$ cat src/rtl/imm_gen_stage.sv
// RISC-V immediate decode into a 2-entry skid buffer; 1-cycle latency, in_ready from occupancy only (deasserts when FULL).
// Optional IMMGEN_TARGET_EN adds a per-entry pc+imm target (JALR target excludes rs1).
module imm_gen_stage #(
    parameter int XLEN = 32
) (
    input  logic            clk,
    input  logic            rst_n,
    input  logic            flush,
    input  logic            in_valid,
    output logic            in_ready,
    input  logic [31:0]     instr,
    input  logic [XLEN-1:0] pc,
    output logic            out_valid,
    input  logic            out_ready,
    output logic [XLEN-1:0] imm,
    output logic [2:0]      fmt,
    output logic            jump
`ifdef IMMGEN_TARGET_EN
    ,
    output logic [XLEN-1:0] target
`endif
);

    if (XLEN != 32 && XLEN != 64) begin : g_bad_xlen
        $error("imm_gen_stage: XLEN must be 32 or 64");
    end

    localparam logic [2:0] FMT_NONE = 3'd0;
    localparam logic [2:0] FMT_I    = 3'd1;
    localparam logic [2:0] FMT_S    = 3'd2;
    localparam logic [2:0] FMT_B    = 3'd3;
    localparam logic [2:0] FMT_U    = 3'd4;
    localparam logic [2:0] FMT_J    = 3'd5;

    typedef struct packed {
        logic [XLEN-1:0] imm;
        logic [2:0]      fmt;
        logic            jump;
        logic [XLEN-1:0] pc;
`ifdef IMMGEN_TARGET_EN
        logic [XLEN-1:0] target;
`endif
    } entry_t;

    typedef enum logic [1:0] {
        EMPTY = 2'd0,
        ONE   = 2'd1,
        FULL  = 2'd2
    } state_t;

    state_t state_q, state_d;
    entry_t head_q, tail_q, dec;
    logic signed [31:0] raw;
    logic push, pop;

    // Each format is sign-extended to 32 bits first, then widened to XLEN.
    always_comb begin
        raw      = '0;
        dec      = '0;
        dec.pc   = pc;
        case (instr[6:0])
            7'b0110111, 7'b0010111: begin
                dec.fmt = FMT_U;
                raw     = {instr[31:12], 12'b0};
            end
            7'b1101111: begin
                dec.fmt  = FMT_J;
                dec.jump = 1'b1;
                raw      = {{11{instr[31]}}, instr[31], instr[19:12], instr[20], instr[30:21], 1'b0};
            end
            7'b1100111: begin
                dec.fmt  = FMT_I;
                dec.jump = 1'b1;
                raw      = {{20{instr[31]}}, instr[31:20]};
            end
            7'b0000011, 7'b0010011: begin
                dec.fmt = FMT_I;
                raw     = {{20{instr[31]}}, instr[31:20]};
            end
            7'b0100011: begin
                dec.fmt = FMT_S;
                raw     = {{20{instr[31]}}, instr[31:25], instr[11:7]};
            end
            7'b1100011: begin
                dec.fmt = FMT_B;
                raw     = {{19{instr[31]}}, instr[31], instr[7], instr[30:25], instr[11:8], 1'b0};
            end
            default: begin
                dec.fmt = FMT_NONE;
                raw     = '0;
            end
        endcase
        dec.imm = XLEN'(raw);
`ifdef IMMGEN_TARGET_EN
        dec.target = pc + dec.imm;
`endif
    end

    assign push = in_valid & in_ready;
    assign pop  = out_valid & out_ready;

    always_ff @(posedge clk or negedge rst_n) begin
        if (!rst_n) begin
            state_q <= EMPTY;
        end else begin
            state_q <= state_d;
        end
    end

    always_comb begin
        state_d = state_q;
        if (flush) begin
            state_d = EMPTY;
        end else begin
            case (state_q)
                EMPTY:   if (push) state_d = ONE;
                ONE: begin
                    if (push && !pop)      state_d = FULL;
                    else if (pop && !push) state_d = EMPTY;
                end
                FULL:    if (pop) state_d = ONE;
                default: state_d = EMPTY;
            endcase
        end
    end

    always_comb begin
        in_ready  = (state_q != FULL);
        out_valid = (state_q != EMPTY);
        imm       = out_valid ? head_q.imm  : '0;
        fmt       = out_valid ? head_q.fmt  : FMT_NONE;
        jump      = out_valid ? head_q.jump : 1'b0;
`ifdef IMMGEN_TARGET_EN
        target    = out_valid ? head_q.target : '0;
`endif
    end

    // Head always holds the oldest entry; a simultaneous push/pop in ONE replaces it directly.
    always_ff @(posedge clk or negedge rst_n) begin
        if (!rst_n) begin
            head_q <= '0;
            tail_q <= '0;
        end else if (flush) begin
            head_q <= '0;
            tail_q <= '0;
        end else begin
            case (state_q)
                EMPTY: if (push) head_q <= dec;
                ONE: begin
                    if (push && pop) head_q <= dec;
                    else if (push)   tail_q <= dec;
                end
                FULL: if (pop) begin
                    head_q <= tail_q;
                    tail_q <= '0;
                end
                default: ;
            endcase
        end
    end

    // Stored pc has no consumer on the output side; target is computed at push.
    logic unused_pc;
    assign unused_pc = ^head_q.pc;

endmodule

$ cat config.mk
export PLATFORM = sky130hd
export DESIGN_NAME = imm_gen_stage
export DESIGN_NICKNAME = d
export VERILOG_FILES = /design/src/rtl/imm_gen_stage.sv
export SDC_FILE = /design/constraint.sdc
export NUM_CORES = 1
export LEC_CHECK = 0
export BUFFER_PORTS_ARGS = -buffer_cell sky130_fd_sc_hd__buf_4
export CAP_MARGIN = 20
export CORE_MARGIN = 1.5
export CORE_UTILIZATION = 30
export CTS_BUF_LIST = sky130_fd_sc_hd__clkbuf_8
export CTS_CLUSTER_SIZE = 16
export DETAILED_ROUTE_END_ITERATION = 8
export PLACE_DENSITY_LB_ADDON = 0.08
export REMOVE_ABC_BUFFERS = 1
export SYNTH_ARGS = -nofsm -noshare
export SYNTH_HDL_FRONTEND = slang
export SYNTH_SLANG_ARGS = --single-unit
$ cat constraint.sdc
create_clock -name clk -period 1.99 [get_ports clk]
set_input_delay 0.199 -clock clk [delete_from_list [all_inputs] [get_ports clk]]
set_output_delay 0.199 -clock clk [all_outputs]
set_load 0.005 [all_outputs]
# ---- Word-level counts from Yosys, hierarchy flattened
# Cells that the tools add are included.
dict set report word_totals {
  ff_bits 106
  latchBits 0
  ramBits 0
  romBits 0
  output_inout_bits 38
  wordCells 63
  n_memories 0
}
dict set report classes {
  addsub 0
  multipliers 0
  div 0
  n_lt_le_gt_ge 0
  n_eq_ne 17
  n_shift 0
  mux 21
  bitwise 2
  reduce_logical 15
}
# cell n
set ops {}
lappend ops {{$mux W68} 7}
lappend ops {{$pmux W68 S3} 1}
lappend ops {{$pmux W32 S5} 1}
lappend ops {{$pmux W68 S2} 1}
lappend ops {{$mux W32} 1}
lappend ops {{$eq A7 B7 Y1 const B} 3}
lappend ops {{$ne A3 B3 Y1 const B} 5}
lappend ops {{$pmux W3 S5} 1}
lappend ops {{$eq A7 B5 Y1 const B} 2}
lappend ops {{$eq A7 B6 Y1 const B} 2}
lappend ops {{$mux W2} 5}
lappend ops {{$reduce_and A4 Y1} 2}
lappend ops {{$eq A7 B2 Y1 const B} 1}
lappend ops {{$pmux W2 S3} 1}
lappend ops {{$ne A4 B4 Y1 const B} 1}
lappend ops {{$reduce_bool A4 Y1} 1}
lappend ops {{$reduce_or A2 Y1} 2}
lappend ops {{$logic_and A1 B1 Y1} 3}
lappend ops {{$mux W3} 1}
lappend ops {{$reduce_and A3 Y1} 1}
lappend ops {{$reduce_bool A3 Y1} 1}
lappend ops {{$reduce_or A3 Y1} 1}
lappend ops {{$and A1 B1 Y1} 2}
lappend ops {{$eq A2 B1 Y1 const B} 1}
lappend ops {{other kinds (6)} 8}

# ---- Longest topological paths before layout
dict set report logic_depth {
  depth_word 8
  mapped_depth 8
  depth_no_buf 6
}

# ---- Worst setup path after synthesis
# Ideal clock, no wire load.
dict set report synth_timing {
  kind {flip-flop to flip-flop}
  from {register state_q[0]}
  to {register head_q[63] in the netlist's numbering}
  setup_ns 0.126
  t_arrival_ns 1.620
  t_required_ns 1.864
  slack_ns 0.244
  stages_incl_launch_ff 9
  n_path_buf 2
  period_less_slack_ns 1.746
  path_cell_list {dfrtp_1 -> nor2b_1 -> buf_4 -> inv_4 -> nand2_1 -> a211o_1 -> buf_2 -> a21oi_1 -> a221o_1}
}
dict set report synth_via {
  elab_chain_cells 5
}
# element line_no
set synth_rtl {}
lappend synth_rtl {{start: declaration} 51} ;# state_t state_q, state_d;
lappend synth_rtl {{start signal: assignment} 106} ;# state_q <= state_d;
lappend synth_rtl {{$ne A2 B2 Y1 (*)} 128} ;# in_ready = (state_q != FULL);
lappend synth_rtl {{net in_ready} 10} ;# output logic in_ready,
lappend synth_rtl {{$and A1 B1 Y1 (*)} 99} ;# assign push = in_valid & in_ready;
lappend synth_rtl {{$logic_and A1 B1 Y1} 150} ;# if (push && pop) head_q <= dec;
lappend synth_rtl {{$ne A3 B3 Y1 (no source line)} --}
lappend synth_rtl {{$reduce_and A4 Y1 (no source line) (*)} --}
lappend synth_rtl {{end signal: assignment} 154} ;# head_q <= tail_q;
lappend synth_rtl {{end: declaration} 52} ;# entry_t head_q, tail_q, dec;
# The timed path passes the listed nets; every way through them passes the cells marked *.
# A chain may end at the register's enable or synchronous reset.

# ---- Final worst setup path
dict set report layout_timing {
  from {register state_q[1]}
  to {register head_q[47] in the netlist's numbering}
}
dict set report layout_via {
  elab_chain_cells 5
}
# element line_no
set layout_rtl {}
lappend layout_rtl {{$ne A2 B2 Y1 or $reduce_bool A2 Y1 (tied branches)} {128, 129}}
lappend layout_rtl {{$and A1 B1 Y1, on equally long branches} {99, 100}}
lappend layout_rtl {{$logic_and A1 B1 Y1} 150}
lappend layout_rtl {{$ne A3 B3 Y1 (no source line)} --}
lappend layout_rtl {{$reduce_and A4 Y1 (no source line)} --}
# Several ways; a longest one is shown, not always the timed one.

==> out/qor.yml <==
status:
  status: "finished, final reports clean"
clock_tree:
  cts_tree: "built"
  cts_root_buffer: "clkbuf_8"
  clk_latency_ns: 0.36
  ctsHtreeMaxLevel: 3
  cts_sinks: 74
  numCtsBuffers: 9
  clk_pin_slew_ns: 0.08
  clockBufferDepth: 2
layout:
  nets: 566
  fin_cells: 668
  area.growth.synth_to_final_pct: 29.9
  drive_gt1_share_pct: 27.8
  diodes: 0
  utilization_pct: 40.2
synthesis:
  synth_top_cell_area_share_pct: 49.4
  synthXorXnorAreaFrac_pct: 0
  synthTopCellsByArea: "dfrtp_1, a21oi_1, nor2b_1"
  synth_compound_area_share_pct: 24.5
  ys_async_sr_fraction_pct: 100
  post-synth-top-count-cell: "dfrtp_1"
  synth_enable_flop_cells: 0
  syn_avg_cell_area_um2: 9.17
  synth_largest_area_cell: "dfrtp_1"
  netlist_area_um2: 3750
  synthSimpleGateAreaFrac_pct: 21.6
  synth_adder_area_share_pct: 0
  synth_seq_cells: 74
  synthTopCellsByCount: "dfrtp_1, nand2_1, a21oi_1"
  yosysSeqAreaShare_pct: 49.4
  synthCells: 409
  ys.warnings.count: 0
  yosys.cell_types.count: 46
  synth_flop_cell: "dfrtp_1"
  synthMuxAreaShare_pct: 0.267
  synth_top_family_by_area: "compound AO/OA/AOI/OAI gates"
setup_path:
  crit_arrival_ns: 2.09
  path_class: "flop to flop"
  critPathCaptureType: "flop"
  startpoint: "state_q[1]"
  crit_fanout: 14
  rrSetupSlack_ns: 0.18
  cp_data_required_time_ns: 2.27
  reg2reg_from: "state_q[1]"
  worstSetupStartpointType: "flop"
sta:
  setup_viol: 0
  finClkSkew_ns: 0.00969
  relSlewSlack_pct: 59.2
  final.setup.tns_ns: 0
  drv_slew: 0
  finalWorstSetupSlack_ns: 0.178
  max_freq_mhz: 552
  worst_slew_pin_slew_ns: 0.612
  period_share_pct: 91.1
  hold_violations: 0
  rsz0062_at_grt: "false"
  period_minus_slack_ns: 1.81
hold_path:
  hold_path.class: "primary input to flop"
  min_from: "out_ready"
routing:
  drtPass1Iterations: 4
  viasPerCell: 4.97
  via_count: 3317
  antenna_left: 0
  drt_iter0_markers: 182
  route.detailed.wl_per_inst_um: 15.9
  drc_errors: 0
  wirelength_mm: 10.6
floorplanning:
  initial_core_util_pct: 31.0
  coreArea_um2: 12100
  boundaryPins: 107
  die_x_um: 115
  die-height_um: 115
  rows: 40
  dieArea_um2: 13200
power:
  finalPower_mw: 3.37
  pwr-share-seq_pct: 47.6
  power.switching_uw: 863
  max-vdd-ir-drop_mv: 0.458
  p_sw_share_pct: 25.6
  leakage_nw: 2.21
  pwr-share-clk_pct: 37.5
  p_comb_share_pct: 14.9
  p_int_mw: 2.51
  p_per_area_nw_per_um2: 692
placement:
  dp_hpwl_mm: 7.39
  post-place-ws_ns: 0.126
  dp.cells: 653
  routabilityCongestion: 0.882
  numPortBuffers: 74
global_route:
  grt.total_usage_pct: 17.2
  grt_pass1_vias: 3188
  grt_max_degree: 39
  grt_pass1_wl_mm: 17.2
  grt_overflow: 0
  antenna_found_initial: 0
flow_run:
  maxCapViolCount: 0
-- sequential cells by signal (all words and copies together), names as in the netlist --
signal	cells
head_q	36
state_q	2
tail_q	36
-- power by group through the flow --
stage	registers (mW)	logic [mW]	clock network, mW
after CTS	1.60	0.510	1.31
after global placement	1.63	0.504	0
after detailed placement	1.63	0.507	0
after global routing	1.61	0.558	1.37
final	1.60	0.501	1.26
after floorplan	1.63	0.236	0
-- logic make-up (layout without fill, tap and decap cells) --
logic type	count (synthesis)	in the layout
buffers and inverters	31	122
AOI/OAI and AO/OA	139	139
DFF	74	74
and+or+nand+nor	164	164
muxes	1	1
-- layout make-up --
class | instances | area, um2
fill | 1275 | 7240
multi-input combinational | 304 | 1760
sequential | 74 | 1850
tap | 168 | 210
inverter | 4 | 17.5
clock buffer | 10 | 138
clock inverter | 4 | 68.8
timing repair buffer | 104 | 825
-- per-stage QoR --
| stage | instance area (um2) | hold WS (ns) |
|---|---|---|
| final | 4870 | 0.0758 |
| after global placement | 4640 | 0.209 |
| after detailed placement | 4640 | 0.211 |
| after CTS | 4860 | 0.0521 |
| after floorplan | 3610 | -0.0966 |
| after global routing | 4870 | 0.0669 |
-- final timing paths --
| path | end | depth (start not counted) |
|---|---|---|
| max | head_q[47] | 7 |
| min | state_q[1] | 2 |
| max reg2reg | head_q[47] | 7 |
| min reg2reg | head_q[33] | 1 |
| max in group asynchronous | head_q[65] | 3 |
| min in group asynchronous | state_q[0] | 2 |
-- worst max-delay path, stage by stage (launching register included) --
cell and delay (ns):
dfrtp_1 0.42, nor2b_2 0.18, buf_6 0.15, inv_4 0.10, nand2_2 0.10, or3_1 0.44
buf_12 0.18, o22ai_1 0.17
-- metal layers --
layer	GRT usage [%]	wire length, um	up-vias
met1	24.3	5130	1622
met4	4.77	125	0
met5	0	0	-
met3	4.06	554	11
met2	26.5	4820	83
li1	-	-	1601
-- what timing repair did --
item,in CTS,in global routing
hold buffers,1,0
hold endpoints to repair,36,0
setup buffers,0,0
resized for setup,0,3
endpoints found under the setup margin,0,10
-- layout by cell type (no fill, tap or decap), types with 2 or more instances in the layout --
cell / Yosys / final
a211oi_1: 3 / 2
nor2b_1: 40 / 39
o22ai_2: 10 / 10
clkbuf_8: 0 / 10
buf_4: 1 / 99
or3_1: 2 / 2
inv_1: 3 / 4
a22o_1: 6 / 6
nor2_2: 1 / 2
a211o_1: 3 / 3
a221o_1: 8 / 8
a21oi_1: 59 / 59
o21ai_0: 13 / 13
nor2_1: 41 / 40
nand2_1: 60 / 59
or2_1: 2 / 2
nand2b_1: 4 / 4
a21o_1: 2 / 2
o21ai_1: 15 / 15
nand3_1: 4 / 4
dfrtp_1: 74 / 74
a31oi_1: 8 / 8
o22ai_1: 4 / 4
buf_12: 0 / 3
nand3b_1: 2 / 2
bufinv_16: 0 / 2
No activity file was read; power rests on OpenSTA's default activity.
